[src/rtl/sigma_uart_pkg.sv]
// Shared UART receiver types: FSM state encoding and the default bit divider.
// The PARITY state exists only when UART_RX_PARITY_EN is defined.
package sigma_uart_pkg;

    localparam int DEFAULT_BIT_DIV = 868;

    typedef enum logic [2:0] {
        IDLE,
        START,
        DATA,
`ifdef UART_RX_PARITY_EN
        PARITY,
`endif
        STOP,
        BREAK
    } state_e;

endpackage

[src/rtl/uart_rx_sync.sv]
// Two-flop synchronizer for the serial line; resets to the idle (high) level.
module uart_rx_sync (
    input  logic clk_i,
    input  logic arst_n_i,
    input  logic d_i,
    output logic q_o
);

    logic [1:0] ff_q;

    always_ff @(posedge clk_i or negedge arst_n_i) begin
        if (!arst_n_i) ff_q <= 2'b11;
        else           ff_q <= {ff_q[0], d_i};
    end

    assign q_o = ff_q[1];

endmodule

[src/rtl/uart_rx.sv]
// 8N1 UART receiver with valid/ready output, frame and overrun error pulses.
// Define UART_RX_PARITY_EN to add an even-parity bit (8E1) and parity_err_o.
module uart_rx
    import sigma_uart_pkg::*;
#(
    parameter int BIT_DIV = DEFAULT_BIT_DIV
) (
    input  logic       clk_i,
    input  logic       arst_n_i,
    input  logic       rx_i,
    output logic [7:0] data_o,
    output logic       valid_o,
    input  logic       ready_i,
    output logic       frame_err_o,
    output logic       overrun_o,
    output logic       parity_err_o
);

    localparam int CW = $clog2(BIT_DIV);
    localparam logic [CW-1:0] HALF = CW'(BIT_DIV / 2 - 1);
    localparam logic [CW-1:0] FULL = CW'(BIT_DIV - 1);

    logic rx_s;

    uart_rx_sync u_sync (
        .clk_i    (clk_i),
        .arst_n_i (arst_n_i),
        .d_i      (rx_i),
        .q_o      (rx_s)
    );

    state_e        state_q, state_d;
    logic [CW-1:0] cnt_q, cnt_d;
    logic [2:0]    idx_q, idx_d;
    logic [7:0]    shift_q, shift_d;
    logic [7:0]    data_q, data_d;
    logic          valid_q, valid_d;
    logic          ferr_q, ferr_d;
    logic          ovr_q, ovr_d;
    logic          tick, deliver;
`ifdef UART_RX_PARITY_EN
    logic          perr_q, perr_d;
    logic          pbad_q, pbad_d;
`endif

    always_comb begin
        state_d = state_q;
        cnt_d   = cnt_q;
        idx_d   = idx_q;
        shift_d = shift_q;
        data_d  = data_q;
        valid_d = valid_q;
        ferr_d  = 1'b0;
        ovr_d   = 1'b0;
        deliver = 1'b0;
`ifdef UART_RX_PARITY_EN
        perr_d  = 1'b0;
        pbad_d  = pbad_q;
`endif
        tick = (cnt_q == '0);
        // Saturating down-counter; each state reloads it when it consumes a tick.
        if (!tick) cnt_d = cnt_q - CW'(1);

        case (state_q)
            IDLE: if (!rx_s) begin
                cnt_d   = HALF;
                state_d = START;
`ifdef UART_RX_PARITY_EN
                pbad_d  = 1'b0;
`endif
            end
            START: if (tick) begin
                if (!rx_s) begin
                    cnt_d   = FULL;
                    idx_d   = 3'd0;
                    state_d = DATA;
                end else begin
                    state_d = IDLE;
                end
            end
            DATA: if (tick) begin
                shift_d[idx_q] = rx_s;
                cnt_d          = FULL;
                idx_d          = idx_q + 3'd1;
`ifdef UART_RX_PARITY_EN
                if (idx_q == 3'd7) state_d = PARITY;
`else
                if (idx_q == 3'd7) state_d = STOP;
`endif
            end
`ifdef UART_RX_PARITY_EN
            PARITY: if (tick) begin
                // Even parity: data bits plus parity bit must XOR to zero.
                pbad_d  = (^shift_q) ^ rx_s;
                perr_d  = pbad_d;
                cnt_d   = FULL;
                state_d = STOP;
            end
`endif
            STOP: if (tick) begin
                if (rx_s) begin
                    state_d = IDLE;
`ifdef UART_RX_PARITY_EN
                    deliver = !pbad_q;
`else
                    deliver = 1'b1;
`endif
                end else begin
                    ferr_d  = 1'b1;
                    state_d = BREAK;
                end
            end
            BREAK: if (rx_s) state_d = IDLE;
            default: state_d = IDLE;
        endcase

        if (valid_q && ready_i) valid_d = 1'b0;
        // A byte landing while the held one is not being taken is dropped.
        if (deliver) begin
            if (valid_q && !ready_i) begin
                ovr_d = 1'b1;
            end else begin
                data_d  = shift_q;
                valid_d = 1'b1;
            end
        end
    end

    always_ff @(posedge clk_i or negedge arst_n_i) begin
        if (!arst_n_i) begin
            state_q <= IDLE;
            cnt_q   <= '0;
            idx_q   <= 3'd0;
            shift_q <= 8'h00;
            data_q  <= 8'h00;
            valid_q <= 1'b0;
            ferr_q  <= 1'b0;
            ovr_q   <= 1'b0;
`ifdef UART_RX_PARITY_EN
            perr_q  <= 1'b0;
            pbad_q  <= 1'b0;
`endif
        end else begin
            state_q <= state_d;
            cnt_q   <= cnt_d;
            idx_q   <= idx_d;
            shift_q <= shift_d;
            data_q  <= data_d;
            valid_q <= valid_d;
            ferr_q  <= ferr_d;
            ovr_q   <= ovr_d;
`ifdef UART_RX_PARITY_EN
            perr_q  <= perr_d;
            pbad_q  <= pbad_d;
`endif
        end
    end

    assign data_o      = data_q;
    assign valid_o     = valid_q;
    assign frame_err_o = ferr_q;
    assign overrun_o   = ovr_q;
`ifdef UART_RX_PARITY_EN
    assign parity_err_o = perr_q;
`else
    assign parity_err_o = 1'b0;
`endif

endmodule

[config.mk]
export PLATFORM = sky130hd
export DESIGN_NAME = uart_rx
export DESIGN_NICKNAME = d
export VERILOG_FILES = /design/src/rtl/sigma_uart_pkg.sv /design/src/rtl/uart_rx_sync.sv /design/src/rtl/uart_rx.sv
export SDC_FILE = /design/constraint.sdc
export NUM_CORES = 1
export LEC_CHECK = 0
export BUFFER_PORTS_ARGS = -buffer_cell sky130_fd_sc_hd__buf_2
export CAP_MARGIN = 15
export CORE_MARGIN = 1
export CORE_UTILIZATION = 42
export DETAILED_ROUTE_END_ITERATION = 7
export SYNTH_ARGS = -nofsm -noshare
export SYNTH_HDL_FRONTEND = slang
export SYNTH_SLANG_ARGS = --single-unit
[constraint.sdc]
create_clock -name clk_i -period 2.3 [get_ports clk_i]
set_clock_uncertainty 0.05 [all_clocks]
set_input_delay 0.115 -clock clk_i [delete_from_list [all_inputs] [get_ports clk_i]]
set_output_delay 0.115 -clock clk_i [all_outputs]
set_load 0.005 [all_outputs]
==> flow_metrics.tcl <==
set metrics [dict create \
    status "completed" \
    synth_ff_type "dfrtp_1" \
    hp-start "ready_i" \
    dp.cells 232 \
    cts_buffers 5 \
    r2r_end "cnt_q[0]" \
    synth_area_mm2 0.00188 \
    route.vias.total 1399 \
    die_h_um 69.0 \
    insertion_delay_ps 280 \
    r2r_cells 9 \
    slew_headroom_pct 46.3 \
    drtIter0Drc 76 \
    dp_hpwl_um 2610 \
    rsz0062_at_grt "yes" \
    critPathLaunchType "flip-flop" \
    area_delta_synth_final_pct 16.9 \
    drc 0 \
    path_class "flip-flop to flip-flop" \
    period_share_pct 96.0 \
    cts_max_path_buffers 2 \
    ios 16 \
    grt_antenna_before_repair 0 \
    grt_max_degree 38 \
    required_ps 2440 \
    netlist.area_leader.share_pct 46.5 \
    layout_setup_ws_ps 91.5 \
    synthTopCellsByArea "dfrtp_1 (47%), mux2_2 (9.6%), dfstp_2 (2.8%)" \
    synth_nets 179 \
    ys_seq_area_share_pct 49.3 \
    drt-pass1-iter-count 4 \
    tightest_slew_ps 805 \
    cap_violations 0 \
    io_buffers 14 \
    rrSetupSlack_ps 90 \
    synth_edf_count 0 \
    use_met3_pct 4.77 \
    p_leak_nw 1.04 \
    ys_warn_count 0 \
    place_ws_ps 0.0597 \
    hold_viol 0 \
    arrival_ps 2350 \
    hold_path_class "input pin to flip-flop" \
    use_met2_pct 32.4 \
    top_usage_layer "met2" \
    reg2reg_from "cnt_q[0]" \
    min_to "valid_o" \
    critPathMaxFanout 5 \
    cp-startpoint "cnt_q[0]" \
    die_area_mm2 0.00476 \
    cts_tree "yes" \
    die_w_um 69.0 \
    grt_pass1_vias 1406 \
    syn_area_per_cell_um2 11.0 \
    max_freq_ghz 0.453 \
    ys_ff_latch 37 \
    clock_sinks 37 \
    stdcell_count 244 \
    synth_commonest_cells "dfrtp_1 (35), mux2_2 (16), nor2_1 (10)" \
    core_area_mm2 0.00414 \
    holdPathStages 3 \
    initial_core_util_pct 45.4 \
    htree_levels 2 \
    netlist-cell-type-count 48 \
    report.final.slew_viol_count 0 \
    fin_crit_ps 2210 \
    antenna_left 0 \
    cts-root-buf "clkbuf_8" \
    gr-usage-met1_pct 21.6 \
    grt_pass1_wl_um 6440 \
    yosysMostFrequentCell "dfrtp_1" \
    yosysTopAreaCell "dfrtp_1" \
    wl_um 3760 \
    utilization_pct 53.1 \
    grt_overflow 0 \
    finalNetCount 201 \
    async_flop_share_pct 100 \
    place_congestion 0.870 \
    p_per_area_mw_per_mm2 523 \
    grtUsageTotal_pct 19.1 \
    clkTransAtPathRegs_ps 70 \
    wl_per_cell_um 15.4 \
    finalSetupViolCount 0 \
    routed_via_density 5.73 \
    synth_cells 171 \
    drive_gt1_share_pct 35.1 \
    diodes 0 \
    cp-end-kind "flip-flop" \
    fp-row-count 23 \
    ir_worst_vdd_v 0.000400 \
]
## repair_timing
action                     4_1_cts  5_1_grt
hold buffers                     2        0
gates resized for setup          1        7
hold endpoints to repair        36        0
pin swaps                        0        4
setup endpoints to repair        1        3
setup buffers                    0        2
## area by class of cell
cell class                      instances  area, um^2
Sequential cell                        37         930
Timing Repair Buffer                   29         188
Fill cell                             386        1940
Clock buffer                            6        82.6
Clock inverter                          2        13.8
Inverter                                4        15.0
Tap cell                               50        62.6
Multi-Input combinational cell        116         911
## per-layer routing
layer,up-vias,wire [um]
li1,671,-
met1,686,1680
met2,29,1830
met3,13,121
met4,0,127
met5,-,0
## how the worst max path moves through the flow
stage                     slack (ps)  cells past startpoint       end
final                             90                      9  cnt_q[0]
after global routing             -40                      9  cnt_q[0]
after CTS                         60                      7  cnt_q[0]
after detailed placement        0.06                      9  cnt_q[0]
after global placement            70                     10  cnt_q[0]
after floorplan                    6                     11  cnt_q[0]
## power breakdown
group	internal [mW]	leakage, nW	total, mW	switching (mW)
combinational	0.00747	0.504	0.0233	0.0159
clock	0.243	0.0512	0.469	0.226
sequential	0.654	0.490	0.660	0.00604
## placed cells by master (no fill, tap or decap), drive strengths merged, types with 3 or more instances in the layout
cell and instances:
nand4b 3, nand2b 4, nor3 7, nand3 5, mux2i 4, mux2 16, ha 4, o21ai 5
nand2 6, a311oi 3, nand4 3, nor4 4, a21oi 6, nor2 11, buf 27, nor2b 3
inv 4, clkbuf 6, dfrtp 35, o31ai 6
## stage by stage
stage               hold WS, ps  power, mW  cell area, um^2  setup TNS (ps)
floorplan                  -231      0.676             1890               0
global placement            171      0.691             2030               0
detailed placement          176      0.693             2030               0
CTS                        62.4       1.16             2150               0
global route               80.9       1.20             2200           -43.1
finish                     68.8       1.15             2200               0
## worst max-delay path: stages, from the launching register on
cell and delay, ps:
dfrtp_2 450, inv_2 80, ha_4 130, or3b_4 400
nor3_4 220, inv_2 100, ha_4 280, nand2b_4 110
mux2i_1 70, o31ai_1 230
## flip-flops by register name, summed over array words and instances, names as in the netlist
signal / flops
valid_o: 1
frame_err_o: 1
cnt_q: 10
shift_q: 8
overrun_o: 1
u_sync.ff_q: 2
state_q: 3
data_o: 8
idx_q: 3
## logic make-up after synthesis
group	Yosys count	synth area share (%)
other	1	0.199
adder cells (fa/ha/maj)	4	2.66
flip-flops	37	49.3
multiplexers	20	11.7
AO/OA/AOI/OAI	32	12.5
AND/OR/NAND/NOR	57	18.3
XOR/XNOR	2	0.930
buffers and inverters	18	4.39
Note: power is estimated with default switching activity, not from simulation.
